`src/rtl/mem_pkg.sv`:
```
// Shared definitions for the memory-access stage: control-bus fields,
// access-size and write-back-select encodings, FSM states.
package mem_pkg;

    localparam int C_REGWRITE = 0;
    localparam int C_MEMREAD  = 1;
    localparam int C_MEMWRITE = 2;
    localparam int C_SIZE_LO  = 3;
    localparam int C_UNS      = 5;
    localparam int C_WBSEL_LO = 6;

    localparam logic [1:0] SZ_BYTE = 2'b00;
    localparam logic [1:0] SZ_HALF = 2'b01;
    localparam logic [1:0] SZ_WORD = 2'b10;

    localparam logic [1:0] WB_ALU = 2'b00;
    localparam logic [1:0] WB_MEM = 2'b01;
    localparam logic [1:0] WB_RET = 2'b10;
    localparam logic [1:0] WB_IMM = 2'b11;

    localparam logic [0:0] S_IDLE   = 1'b0;
    localparam logic [0:0] S_ACCESS = 1'b1;

    function automatic logic [31:0] wb_mux(
        input logic [1:0]  sel,
        input logic [31:0] alu,
        input logic [31:0] mem,
        input logic [31:0] ret,
        input logic [31:0] imm
    );
        logic [31:0] r;
        unique case (sel)
            WB_ALU:  r = alu;
            WB_MEM:  r = mem;
            WB_RET:  r = ret;
            default: r = imm;
        endcase
        return r;
    endfunction

endpackage

```
`src/rtl/mem_if.sv`:
```
// Data-memory request/acknowledge bus between the stage and memory.
interface mem_if #(
    parameter int ADDR_W = 32
);
    logic              req;
    logic              we;
    logic [ADDR_W-1:0] addr;
    logic [31:0]       wdata;
    logic [3:0]        wstrb;
    logic              ack;
    logic [31:0]       rdata;

    modport master (
        output req, we, addr, wdata, wstrb,
        input  ack, rdata
    );

    modport slave (
        input  req, we, addr, wdata, wstrb,
        output ack, rdata
    );
endinterface

```
`src/rtl/mem_stage_load_formatter.sv`:
```
// Picks the addressed byte/half out of a read word and extends it.
module load_formatter
    import mem_pkg::*;
(
    input  logic [31:0] rdata_i,
    input  logic [1:0]  off_i,
    input  logic [1:0]  size_i,
    input  logic        uns_i,
    output logic [31:0] res_o
);
    logic [7:0]  b;
    logic [15:0] h;

    always_comb begin
        unique case (off_i)
            2'd0:    b = rdata_i[7:0];
            2'd1:    b = rdata_i[15:8];
            2'd2:    b = rdata_i[23:16];
            default: b = rdata_i[31:24];
        endcase
        h = off_i[1] ? rdata_i[31:16] : rdata_i[15:0];
    end

    always_comb begin
        case (size_i)
            SZ_BYTE: res_o = {{24{b[7] & ~uns_i}}, b};
            SZ_HALF: res_o = {{16{h[15] & ~uns_i}}, h};
            default: res_o = rdata_i;
        endcase
    end
endmodule

```
`src/rtl/mem_stage.sv`:
```
// Memory-access stage: issues loads/stores over a req/ack bus, stalls
// upstream while outstanding, and registers the MEM/WB result.
module mem_stage
    import mem_pkg::*;
#(
    parameter int ADDR_W = 32,
    parameter int DATA_W = 32
) (
    input  logic              clkIn,
    input  logic              reset,
    input  logic [4:0]        rdIn,
    input  logic [31:0]       ResultIn,
    input  logic [DATA_W-1:0] Data2In,
    input  logic [31:0]       retAddrIn,
    input  logic [31:0]       ImmIn,
    input  logic [11:0]       Ctrl_signalIn,
    mem_if.master             dmem,
    output logic              memStall,
    output logic [4:0]        rdOut,
    output logic [31:0]       WbDataOut,
    output logic              RegWriteOut,
    output logic              MisalignOut
);
    logic       regw, rd_en, wr_en;
    logic [1:0] sz, wbsel, off;
    logic       memop, mis;
    logic       unused_ctrl;

    assign regw  = Ctrl_signalIn[C_REGWRITE];
    assign rd_en = Ctrl_signalIn[C_MEMREAD];
    assign wr_en = Ctrl_signalIn[C_MEMWRITE];
    assign sz    = Ctrl_signalIn[C_SIZE_LO +: 2];
    assign wbsel = Ctrl_signalIn[C_WBSEL_LO +: 2];
    assign off   = ResultIn[1:0];
    assign memop = rd_en | wr_en;
    assign unused_ctrl = ^Ctrl_signalIn[11:8];

    always_comb begin
        case (sz)
            SZ_BYTE: mis = 1'b0;
            SZ_HALF: mis = memop & off[0];
            default: mis = memop & (off != 2'b00);
        endcase
    end

    logic [0:0]        state_q, state_d;
    logic              req_q, req_d, we_q, we_d;
    logic [ADDR_W-1:0] addr_q, addr_d;
    logic [31:0]       wdata_q, wdata_d;
    logic [3:0]        wstrb_q, wstrb_d;
    logic [4:0]        rdl_q, rdl_d;
    logic [7:0]        ctrl_q, ctrl_d;
    logic [1:0]        off_q, off_d;
    logic [4:0]        rdwb_q, rdwb_d;
    logic [31:0]       wb_q, wb_d;
    logic              rw_q, rw_d, mis_q, mis_d;
    logic [31:0]       st_data, ld_val;
    logic [3:0]        st_strb;

    // Replicate store data across every lane it may land in.
    always_comb begin
        case (sz)
            SZ_BYTE: begin
                st_data = {4{Data2In[7:0]}};
                st_strb = 4'b0001 << off;
            end
            SZ_HALF: begin
                st_data = {2{Data2In[15:0]}};
                st_strb = off[1] ? 4'b1100 : 4'b0011;
            end
            default: begin
                st_data = Data2In[31:0];
                st_strb = 4'b1111;
            end
        endcase
    end

    load_formatter u_fmt (
        .rdata_i (dmem.rdata),
        .off_i   (off_q),
        .size_i  (ctrl_q[C_SIZE_LO +: 2]),
        .uns_i   (ctrl_q[C_UNS]),
        .res_o   (ld_val)
    );

    always_comb begin
        state_d  = state_q;
        req_d    = req_q;
        we_d     = we_q;
        addr_d   = addr_q;
        wdata_d  = wdata_q;
        wstrb_d  = wstrb_q;
        rdl_d    = rdl_q;
        ctrl_d   = ctrl_q;
        off_d    = off_q;
        rdwb_d   = '0;
        rw_d     = 1'b0;
        mis_d    = 1'b0;
        wb_d     = wb_q;
        memStall = 1'b0;
        case (state_q)
            S_IDLE: begin
                if (memop && !mis) begin
                    memStall = 1'b1;
                    req_d    = 1'b1;
                    we_d     = wr_en;
                    addr_d   = {ResultIn[ADDR_W-1:2], 2'b00};
                    wdata_d  = st_data;
                    wstrb_d  = wr_en ? st_strb : 4'b0000;
                    rdl_d    = rdIn;
                    ctrl_d   = Ctrl_signalIn[7:0];
                    off_d    = off;
                    state_d  = S_ACCESS;
                end else begin
                    rdwb_d = rdIn;
                    rw_d   = regw & ~mis;
                    mis_d  = mis;
                    wb_d   = wb_mux(wbsel, ResultIn, 32'h0,
                                    retAddrIn, ImmIn);
                end
            end
            S_ACCESS: begin
                if (!dmem.ack) begin
                    memStall = 1'b1;
                end else begin
                    req_d   = 1'b0;
                    state_d = S_IDLE;
                    rdwb_d  = rdl_q;
                    // read+write together behaves as a plain store
                    rw_d    = ctrl_q[C_REGWRITE] &
                              ~(ctrl_q[C_MEMREAD] & ctrl_q[C_MEMWRITE]);
                    wb_d    = wb_mux(ctrl_q[C_WBSEL_LO +: 2], ResultIn,
                                     ld_val, retAddrIn, ImmIn);
                end
            end
            default: state_d = S_IDLE;
        endcase
    end

    always_ff @(posedge clkIn or posedge reset) begin
        if (reset) begin
            state_q <= S_IDLE;
            req_q   <= 1'b0;
            we_q    <= 1'b0;
            addr_q  <= '0;
            wdata_q <= '0;
            wstrb_q <= '0;
            rdl_q   <= '0;
            ctrl_q  <= '0;
            off_q   <= '0;
            rdwb_q  <= '0;
            wb_q    <= '0;
            rw_q    <= 1'b0;
            mis_q   <= 1'b0;
        end else begin
            state_q <= state_d;
            req_q   <= req_d;
            we_q    <= we_d;
            addr_q  <= addr_d;
            wdata_q <= wdata_d;
            wstrb_q <= wstrb_d;
            rdl_q   <= rdl_d;
            ctrl_q  <= ctrl_d;
            off_q   <= off_d;
            rdwb_q  <= rdwb_d;
            wb_q    <= wb_d;
            rw_q    <= rw_d;
            mis_q   <= mis_d;
        end
    end

    assign dmem.req    = req_q;
    assign dmem.we     = we_q;
    assign dmem.addr   = addr_q;
    assign dmem.wdata  = wdata_q;
    assign dmem.wstrb  = wstrb_q;
    assign rdOut       = rdwb_q;
    assign WbDataOut   = wb_q;
    assign RegWriteOut = rw_q;
    assign MisalignOut = mis_q;
endmodule

```
`src/flat_wrapper.sv`:
```
// flat-port wrapper written by rule: the top's interface ports become plain ports
module mem_stage_flat import mem_pkg::*;
#(
    parameter int ADDR_W = 32,
    parameter int DATA_W = 32
)
  (clkIn, reset, rdIn, ResultIn, Data2In, retAddrIn, ImmIn, Ctrl_signalIn, memStall, rdOut, WbDataOut, RegWriteOut, MisalignOut, dmem_req, dmem_we, dmem_addr, dmem_wdata, dmem_wstrb, dmem_ack, dmem_rdata);
  mem_if #(.ADDR_W(ADDR_W)) dmem_i ();
  input  logic clkIn;
  input  logic reset;
  input  logic [4:0] rdIn;
  input  logic [31:0] ResultIn;
  input  logic [DATA_W-1:0] Data2In;
  input  logic [31:0] retAddrIn;
  input  logic [31:0] ImmIn;
  input  logic [11:0] Ctrl_signalIn;
  output logic memStall;
  output logic [4:0] rdOut;
  output logic [31:0] WbDataOut;
  output logic RegWriteOut;
  output logic MisalignOut;
  output wire logic [$bits(dmem_i.req)-1:0] dmem_req;
  output wire logic [$bits(dmem_i.we)-1:0] dmem_we;
  output wire logic [$bits(dmem_i.addr)-1:0] dmem_addr;
  output wire logic [$bits(dmem_i.wdata)-1:0] dmem_wdata;
  output wire logic [$bits(dmem_i.wstrb)-1:0] dmem_wstrb;
  input wire logic [$bits(dmem_i.ack)-1:0] dmem_ack;
  input wire logic [$bits(dmem_i.rdata)-1:0] dmem_rdata;
  assign dmem_req = dmem_i.req;
  assign dmem_we = dmem_i.we;
  assign dmem_addr = dmem_i.addr;
  assign dmem_wdata = dmem_i.wdata;
  assign dmem_wstrb = dmem_i.wstrb;
  assign dmem_i.ack = dmem_ack;
  assign dmem_i.rdata = dmem_rdata;
  mem_stage #(.ADDR_W(ADDR_W), .DATA_W(DATA_W)) u_core (.clkIn(clkIn), .reset(reset), .rdIn(rdIn), .ResultIn(ResultIn), .Data2In(Data2In), .retAddrIn(retAddrIn), .ImmIn(ImmIn), .Ctrl_signalIn(Ctrl_signalIn), .dmem(dmem_i), .memStall(memStall), .rdOut(rdOut), .WbDataOut(WbDataOut), .RegWriteOut(RegWriteOut), .MisalignOut(MisalignOut));
endmodule
```
`config.mk`:
```
export PLATFORM = sky130hd
export DESIGN_NAME = mem_stage_flat
export DESIGN_NICKNAME = d
export VERILOG_FILES = /design/src/rtl/mem_pkg.sv /design/src/rtl/mem_if.sv /design/src/rtl/mem_stage_load_formatter.sv /design/src/rtl/mem_stage.sv /design/src/flat_wrapper.sv
export SDC_FILE = /design/constraint.sdc
export NUM_CORES = 1
export LEC_CHECK = 0
export CAP_MARGIN = 20
export CORE_MARGIN = 5
export CORE_UTILIZATION = 45
export CTS_BUF_LIST = sky130_fd_sc_hd__clkbuf_4 sky130_fd_sc_hd__clkbuf_8 sky130_fd_sc_hd__clkbuf_16
export DETAILED_ROUTE_END_ITERATION = 8
export PLACE_DENSITY = 0.9
export SYNTH_ARGS = -nofsm -noshare
export SYNTH_HDL_FRONTEND = slang
export SYNTH_HIERARCHICAL = 1
export SYNTH_SLANG_ARGS = --single-unit
```
`constraint.sdc`:
```
create_clock -name clkIn -period 4.8 [get_ports clkIn]
set_input_delay 1.2 -clock clkIn [delete_from_list [all_inputs] [get_ports clkIn]]
set_output_delay 1.2 -clock clkIn [all_outputs]
set_load 0.005 [all_outputs]
```
# Yosys cells after proc, flatten, opt, wreduce, memory -nomap -nowiden
# Cells that the tools add are included.
# totals
out_inout_bits	110
in_bits	180
ff_bits	123
# op_classes
reduce_logical	11
n_bitwise	12
eq_ne	11
n_mux	27
n_shift	1
# op_table
op	count
32-bit case mux with 2 select lines	3
32-bit case mux with 3 select lines	2
32-bit 2-to-1 mux	2
8-bit case mux with 3 select lines	1
16-bit 2-to-1 mux	1
2-bit by 1-bit == test with 1-bit output, second input constant	5
2-bit zero test	5
5-bit 2-to-1 mux	2
5-bit case mux with 2 select lines	1
1-bit 2-to-1 mux	8
4-bit 2-to-1 mux	2
1-bit case mux with 2 select lines	4
4-bit case mux with 2 select lines	1
1-bit bitwise AND	7
2-bit == test, second input constant	3
2-bit AND reduction	3
2-bit != test, second input constant	2
1-bit NOT	4
1-bit by 2-bit left shift with 4-bit output, first input constant	1
2-bit by 1-bit != test with 1-bit output, second input constant	1
2-bit nonzero test	1
1-bit logical AND	1
1-bit zero test	1
1-bit bitwise OR	1

# Longest topological paths before layout
# Gate-level depths: netlist of the first run.
# depth
ltp_word	7
ltp_mapped	10
ltp_nobuf	6

# Hierarchy
# The synthesis of the first run kept the hierarchy.
# modules_own_cells
module	cells_per_inst	seq_area_each_um2	n_inst	area_each_um2
mem_stage	522	3052.9	1	6930.4
load_formatter	115	0.0	1	845.8

# Worst setup path after synthesis of the first run
# OpenSTA, ideal clock, no wires.
# synth_path
path_kind	in2out
from	input Ctrl_signalIn[3]
to	output memStall
stages	5
setup_slack_ns	1.375
path_buffers	2
t_arrival_ns	2.225
path_cell_list	buf_2 -> o21a_4 -> o32a_1 -> clkbuf_1 -> inv_1
# synth_between
elab_chain_cells	6
elab_cells_between_ends	7
classes_between	eq/ne (1); mux (3); reduce/logical (3)
# synth_rtl
item	line_no	rtl
start, declared	flat_wrapper.sv:16	input logic [11:0] Ctrl_signalIn;
2-bit by 1-bit == test with 1-bit output / 2-bit zero test (equally long branches)	mem_stage.sv:39	case (sz)
1-bit case mux with 2 select lines *	mem_stage.sv:39	
1-bit zero test *	mem_stage.sv:103	if (memop && !mis) begin
1-bit logical AND *	mem_stage.sv:103	
1-bit 2-to-1 mux *	mem_stage.sv:103	
1-bit case mux with 2 select lines *	mem_stage.sv:101	case (state_q)
end, declared	flat_wrapper.sv:17	output logic memStall;
# Mark *: on every way between the ends. The rest lies on a longest branch, timed or not.

# Worst setup path after layout of the first run
# layout_path
from	input Ctrl_signalIn[4]
to	output memStall
# The elaborated chain is that of the path after synthesis.

==> metrics.txt, run 1 <==
Avg Cell Area, Syn 12.2 sq um; CP Data Required Time 3.60 ns; chip height 141 microns; Cell Count, Final, Fillers Out 1131; met3 WL 2170 microns; sequential share of the synthesized area 0.393; Initial Util 0.454; setup violators final 0; Clock Sinks 122; worst vdd ir 0.000261 V; synth unique cells 43; count leader, synth dfrtp_1; met2 wire len 13100 microns; top cells by area, synth dfrtp_1, mux2_4, mux4_2; Final Cell Area 11300 sq um; antenna violations before repair 1; clock-pin slew on the worst setup and hold paths 0.06 ns; root buf cell clkbuf_16; total CTS buffers 17; via count 6612; Worst Slack Setup Final 0.683 ns; Final Skew 0.0114 ns; drt first pass iters 5; Setup Buffers After CTS 0; Slew @ Worst Pin 1.04 ns; Die ar. 20000 sq um; # H-tree levels 4; Gate Count Post-Synth 637; area grow syn2layout 44.9%; core area 17100 sq um; max frequency 243 MHz; Synth async-reset ratio 1.00; IO Pins 290; top cells by count, synth dfrtp_1, mux2_4, nand2_1, mux2_2, a22oi_1; Synth top area share 0.393; pre-CTS setup slack 0.715 ns; IO buf count 283; Synth Flop Type dfrtp_1; row cnt 48; layout cells sized above 1 0.251; area of placed instances 10700 sq um; GRT overflow 0; die width 141 microns; First DRT Iteration DRCs 401; CTS tree built; clk_lat worst skew 0.41 ns; max layer used met4; yosys warns 6; Synth area leader dfrtp_1; Util after Layout 0.658; # hold bufs at CTS 0; crit share post-route 0.858; placer congestion estimate 0.892; Hold WS 0.502 ns; total length of routed wires 26600 microns; largest net degree at the start of global routing 65; relative slew slack 0.304; DRT antenna net count 0; final hold vios 0; Final TNS setup 0 ns; first-pass GRT wire length 40900 microns; pwr dens 438 nW/um^2; All-Layer GR Usage 0.262; DRC violations left 0; CTS max path bufs 2; post_cts resized 0; synthesized flop and latch total 122; Cells after DPL 1098; number of synthesized flops with an enable pin 0; CP max FO 8; Critical Path Sink Type output port; Worst Setup Start Kind input port; Min-Delay Path Class flip-flop to flip-flop; DP HPWL 18900 microns; nets 1072; Synth Cell Area 7780 sq um; WL/cell 23.5 microns; total power 4.94 mW; RSZ-0062 raised after global routing false; outcome finished clean; vias per cell 5.85; wl on met1 10500 microns; minimum clock period 4.12 ns; CP arrival 2.92 ns; Setup CP Type input port to output port; Pleak 4.80 nW; Max-cap violations 0; Final Slew Violations 0; vias in the first global route 7068
==> cells in the final DEF (no fill, tap or decap), drive strengths merged, types with 4 or more instances in the layout <==
cell,instances
o211ai,17
mux4,32
clkdlybuf4s50,281
o221ai,39
mux2,129
mux2i,23
buf,16
inv,44
dfrtp,122
o21ai,10
clkinv,8
o31ai,4
nand2,65
a22o,5
a22oi,41
nor2,4
clkbuf,18
nor2b,10
o22a,7
a21oi,5
==> power by group <==
part           leakage (nW)  internal (mW)  switching (mW)
Sequential             1.47           1.33           0.251
Clock                 0.291          0.782           0.512
Combinational          3.03           1.28           0.781
Total                  4.80           3.39            1.54
==> area by class of cell <==
cell class / instances / area [sq um]
Antenna cell: 1 / 2.50
Clock buffer: 18 / 433
Clock inverter: 14 / 163
Inverter: 41 / 156
Timing Repair Buffer: 297 / 2940
Multi-Input combinational cell: 413 / 4240
Sequential cell: 122 / 3060
Tap cell: 225 / 282
Fill cell: 1297 / 5850
==> cell families (layout without fill, tap and decap cells) <==
group                  after synthesis  after routing  synth area share
DFF                                122            122             0.393
muxes                              184            184             0.346
AOI/OAI and AO/OA                  139            139             0.147
buffers and inverters              103            370            0.0653
and+or+nand+nor                     88             88            0.0483
other                                1              3          0.000482
==> metal layers <==
layer	vias up	GRT usage
li1	2916	-
met1	3285	0.333
met2	351	0.429
met3	60	0.0637
met4	0	0.108
met5	-	0
==> path summary, 6_finish.rpt <==
path,startpoint,end,slack [ns],depth (start not counted)
setup / recovery,Ctrl_signalIn[4],memStall,0.68,5
hold / removal,u_core/rdl_q[0]$_DFFE_PP0P_,u_core/rdOut[0]$_DFF_PP0_,0.50,1
setup reg to reg,u_core/off_q[1]$_DFFE_PP0P_,u_core/WbDataOut[12]$_DFFE_PP0P_,1.71,7
hold reg to reg,u_core/rdl_q[0]$_DFFE_PP0P_,u_core/rdOut[0]$_DFF_PP0_,0.50,1
max in group asynchronous,reset,u_core/ctrl_q[7]$_DFFE_PP0P_,2.66,3
min in group asynchronous,reset,u_core/dmem.wdata[31]$_DFFE_PP0P_,1.28,2
==> critical path: stages <==
cell	delay, ns
clkdlybuf4s50_1	0.47
o21a_4	0.26
o32a_1	0.35
inv_1	0.08
clkdlybuf4s50_1	0.55
==> registers in the layout, indices dropped and copies added, names as in the netlist <==
signal / count
u_core/WbDataOut: 32
u_core/dmem.wdata: 32
u_core/dmem.addr: 30
u_core/ctrl_q: 8
u_core/rdOut: 5
u_core/rdl_q: 5
u_core/dmem.wstrb: 4
u_core/off_q: 2
u_core/MisalignOut: 1
u_core/RegWriteOut: 1
u_core/dmem.req: 1
u_core/state_q: 1
Power figures use the tool's default switching activity.
==> run 2: changes to the inputs <==
- PLACE_DENSITY: 0.9 -> 0.81
==> run 2 against run 1 <==
Sequential share of layout area increased by 0.051 points. Core utilization is 0.12 points lower. Clock skew shrank 0.0013 ns. Final cell count decreased by 0.27%. Non-clock buffer count decreased by 3. Global-route usage down 0.84 points. Worst setup slack got worse by 0.12 ns. Design area fell by 0.19%. First-iteration DRC count is 5.0% higher. Power decreased by 1.0%. Critical endpoint unchanged. Largest cell class unchanged. Largest power group unchanged.
==> metrics.txt, run 2 (same netlist as run 1, synthesis figures left out) <==
outcome finished clean (unchanged); nets 1069 (was 1072); core area 17100 sq um (unchanged); CTS tree built (unchanged); CP Data Required Time 3.60 ns (about the same); vias in the first global route 6739 (was 7068); final hold vios 0 (unchanged); largest net degree at the start of global routing 98 (was 65); CP max FO 8 (unchanged); area grow syn2layout 44.6% (was 44.9%); Critical Path Sink Type output port (unchanged); clock-pin slew on the worst setup and hold paths 0.06 ns (about the same); most frequent cells in the layout clkdlybuf4s50_1, dfrtp_1, mux2_4 (unchanged); commonest non-fill, non-tap cell in the layout clkdlybuf4s50_1 (unchanged); Cells after DPL 1095 (was 1098); vias per cell 5.76 (was 5.85); CP startpoint Ctrl_signalIn[4] (unchanged); DRC violations left 0 (unchanged); Initial Util 0.454 (unchanged); First DRT Iteration DRCs 421 (was 401); FF+latch area 3060 sq um (unchanged); minimum clock period 4.24 ns (was 4.12 ns); Die ar. 20000 sq um (unchanged); Final Skew 0.0102 ns (was 0.0114 ns); antenna violations before repair 3 (was 1); WL/cell 22.7 microns (was 23.5 microns); # H-tree levels 4 (unchanged); die width 141 microns (unchanged); layout cells sized above 1 0.249 (was 0.251); total CTS buffers 17 (unchanged); Min-Delay Path Class flip-flop to flip-flop (unchanged); Worst Setup Start Kind input port (unchanged); worst vdd ir 0.000281 V (was 0.000261 V); r2r startpoint u_core/ctrl_q[4]$_DFFE_PP0P_ (was u_core/off_q[1]$_DFFE_PP0P_); total length of routed wires 25600 microns (was 26600 microns); max incr delay on CP 0.54 ns (was 0.55 ns); clk_lat worst skew 0.42 ns (was 0.41 ns); reg2reg setup slack 1.85 ns (was 1.71 ns); via count 6498 (was 6612); Util after Layout 0.657 (was 0.658); Max-cap violations 0 (unchanged); IO buf count 283 (unchanged); DRT antenna net count 0 (unchanged); cells along the critical path clkdlybuf4s50_1, o21a_4, o32a_2, inv_1, clkdlybuf4s50_1 (was clkdlybuf4s50_1, o21a_4, o32a_1, inv_1, clkdlybuf4s50_1); pwr dens 434 nW/um^2 (was 438 nW/um^2); chip height 141 microns (unchanged); Clock Sinks 122 (unchanged); setup violators final 0 (unchanged); Slew @ Worst Pin 1.07 ns (was 1.04 ns); crit share post-route 0.883 (was 0.858); Final Slew Violations 0 (unchanged); GRT overflow 0 (unchanged); Worst R2R Path Depth 8 (was 7); footprint of the multi-input gates 4250 sq um (was 4240 sq um); # hold bufs at CTS 0 (unchanged); first-pass GRT wire length 39300 microns (was 40900 microns); Pleak 4.77 nW (was 4.80 nW); RSZ-0062 raised after global routing false (unchanged); most used cell, CP clkdlybuf4s50_1 (unchanged); placer congestion estimate 0.919 (was 0.892); Min-Delay Startpoint u_core/dmem.addr[6]$_DFFE_PP0P_ (was u_core/rdl_q[0]$_DFFE_PP0P_); row cnt 48 (unchanged); slowest CP cell clkdlybuf4s50_1 (unchanged); DP HPWL 18100 microns (was 18900 microns); Setup Buffers After CTS 0 (unchanged); FF-to-FF End u_core/WbDataOut[30]$_DFFE_PP0P_ (was u_core/WbDataOut[12]$_DFFE_PP0P_); IO Pins 290 (unchanged); CTS max path bufs 2 (unchanged); relative slew slack 0.286 (was 0.304); Setup CP Type input port to output port (unchanged); root buf cell clkbuf_16 (unchanged); Cell Count, Final, Fillers Out 1128 (was 1131); max frequency 236 MHz (was 243 MHz); CP arrival 3.04 ns (was 2.92 ns); drt first pass iters 5 (unchanged); total power 4.88 mW (was 4.94 mW); All-Layer GR Usage 0.253 (was 0.262); post_cts resized 0 (unchanged); worst hold endpoint u_core/dmem.addr[6]$_DFFE_PP0P_ (was u_core/rdOut[0]$_DFF_PP0_); worst hold stages 1 (unchanged); Final TNS setup 0 ns (unchanged); Fillers 1301 (was 1297)
run 2: cell types whose count changed in the layout (fill, tap and decap cells not counted):
cell / delta
buf_4: -3
clkbuf_4: -1
inv_6: +3
o21ai_4: +1
clkinv_2: -1
inv_4: -1
clkinvlp_4: +3
clkinv_4: -4
o32a_1: -1
o32a_2: +1
bufinv_16: -1
clkbuf_8: +2
o21ai_2: -1
run 2: stage by stage:
stage | area (sq um) | setup slack (ns) | hold WS, ns
after floorplan | 7780 | 0.357 | 0.464
after global placement | 10700 | 0.565 | 0.472
after detailed placement | 10700 | 0.566 | 0.485
after CTS | 11200 | 0.550 | 0.500
after global routing | 11200 | 0.496 | 0.519
final | 11200 | 0.561 | 0.498
run 2: final cells by class:
type,count,area share
Clock buffer,19,0.0403
Clock inverter,13,0.0118
Antenna cell,1,0.000222
Timing Repair Buffer,294,0.259
Inverter,41,0.0141
Tap cell,225,0.0250
Multi-Input combinational cell,413,0.377
Sequential cell,122,0.272
run 2: routing by layer:
layer	vias up	routed length (microns)	track usage
met5	-	25	0
met4	4	841	0.0949
met3	58	2140	0.0647
met2	315	12400	0.412
met1	3198	10200	0.328
li1	2923	-	-
run 2: power by group:
group          internal (mW)  total, mW  switching [mW]
clock network          0.753       1.27           0.522
registers               1.33       1.57           0.239
logic                   1.28       2.04           0.765
total                   3.36       4.88            1.53
run 2: worst max-delay path, delay by kind of cell:
family                 cells  cell delay (ns)
buffers and inverters      3             1.15
AO/OA/AOI/OAI              2             0.68
run 2: worst max path at each step:
stage,end,cells after the start
floorplan,u_core/MisalignOut$_DFF_PP0_,1
global placement,memStall,5
finish,memStall,5
CTS,memStall,5
global route,memStall,5
detailed placement,memStall,5
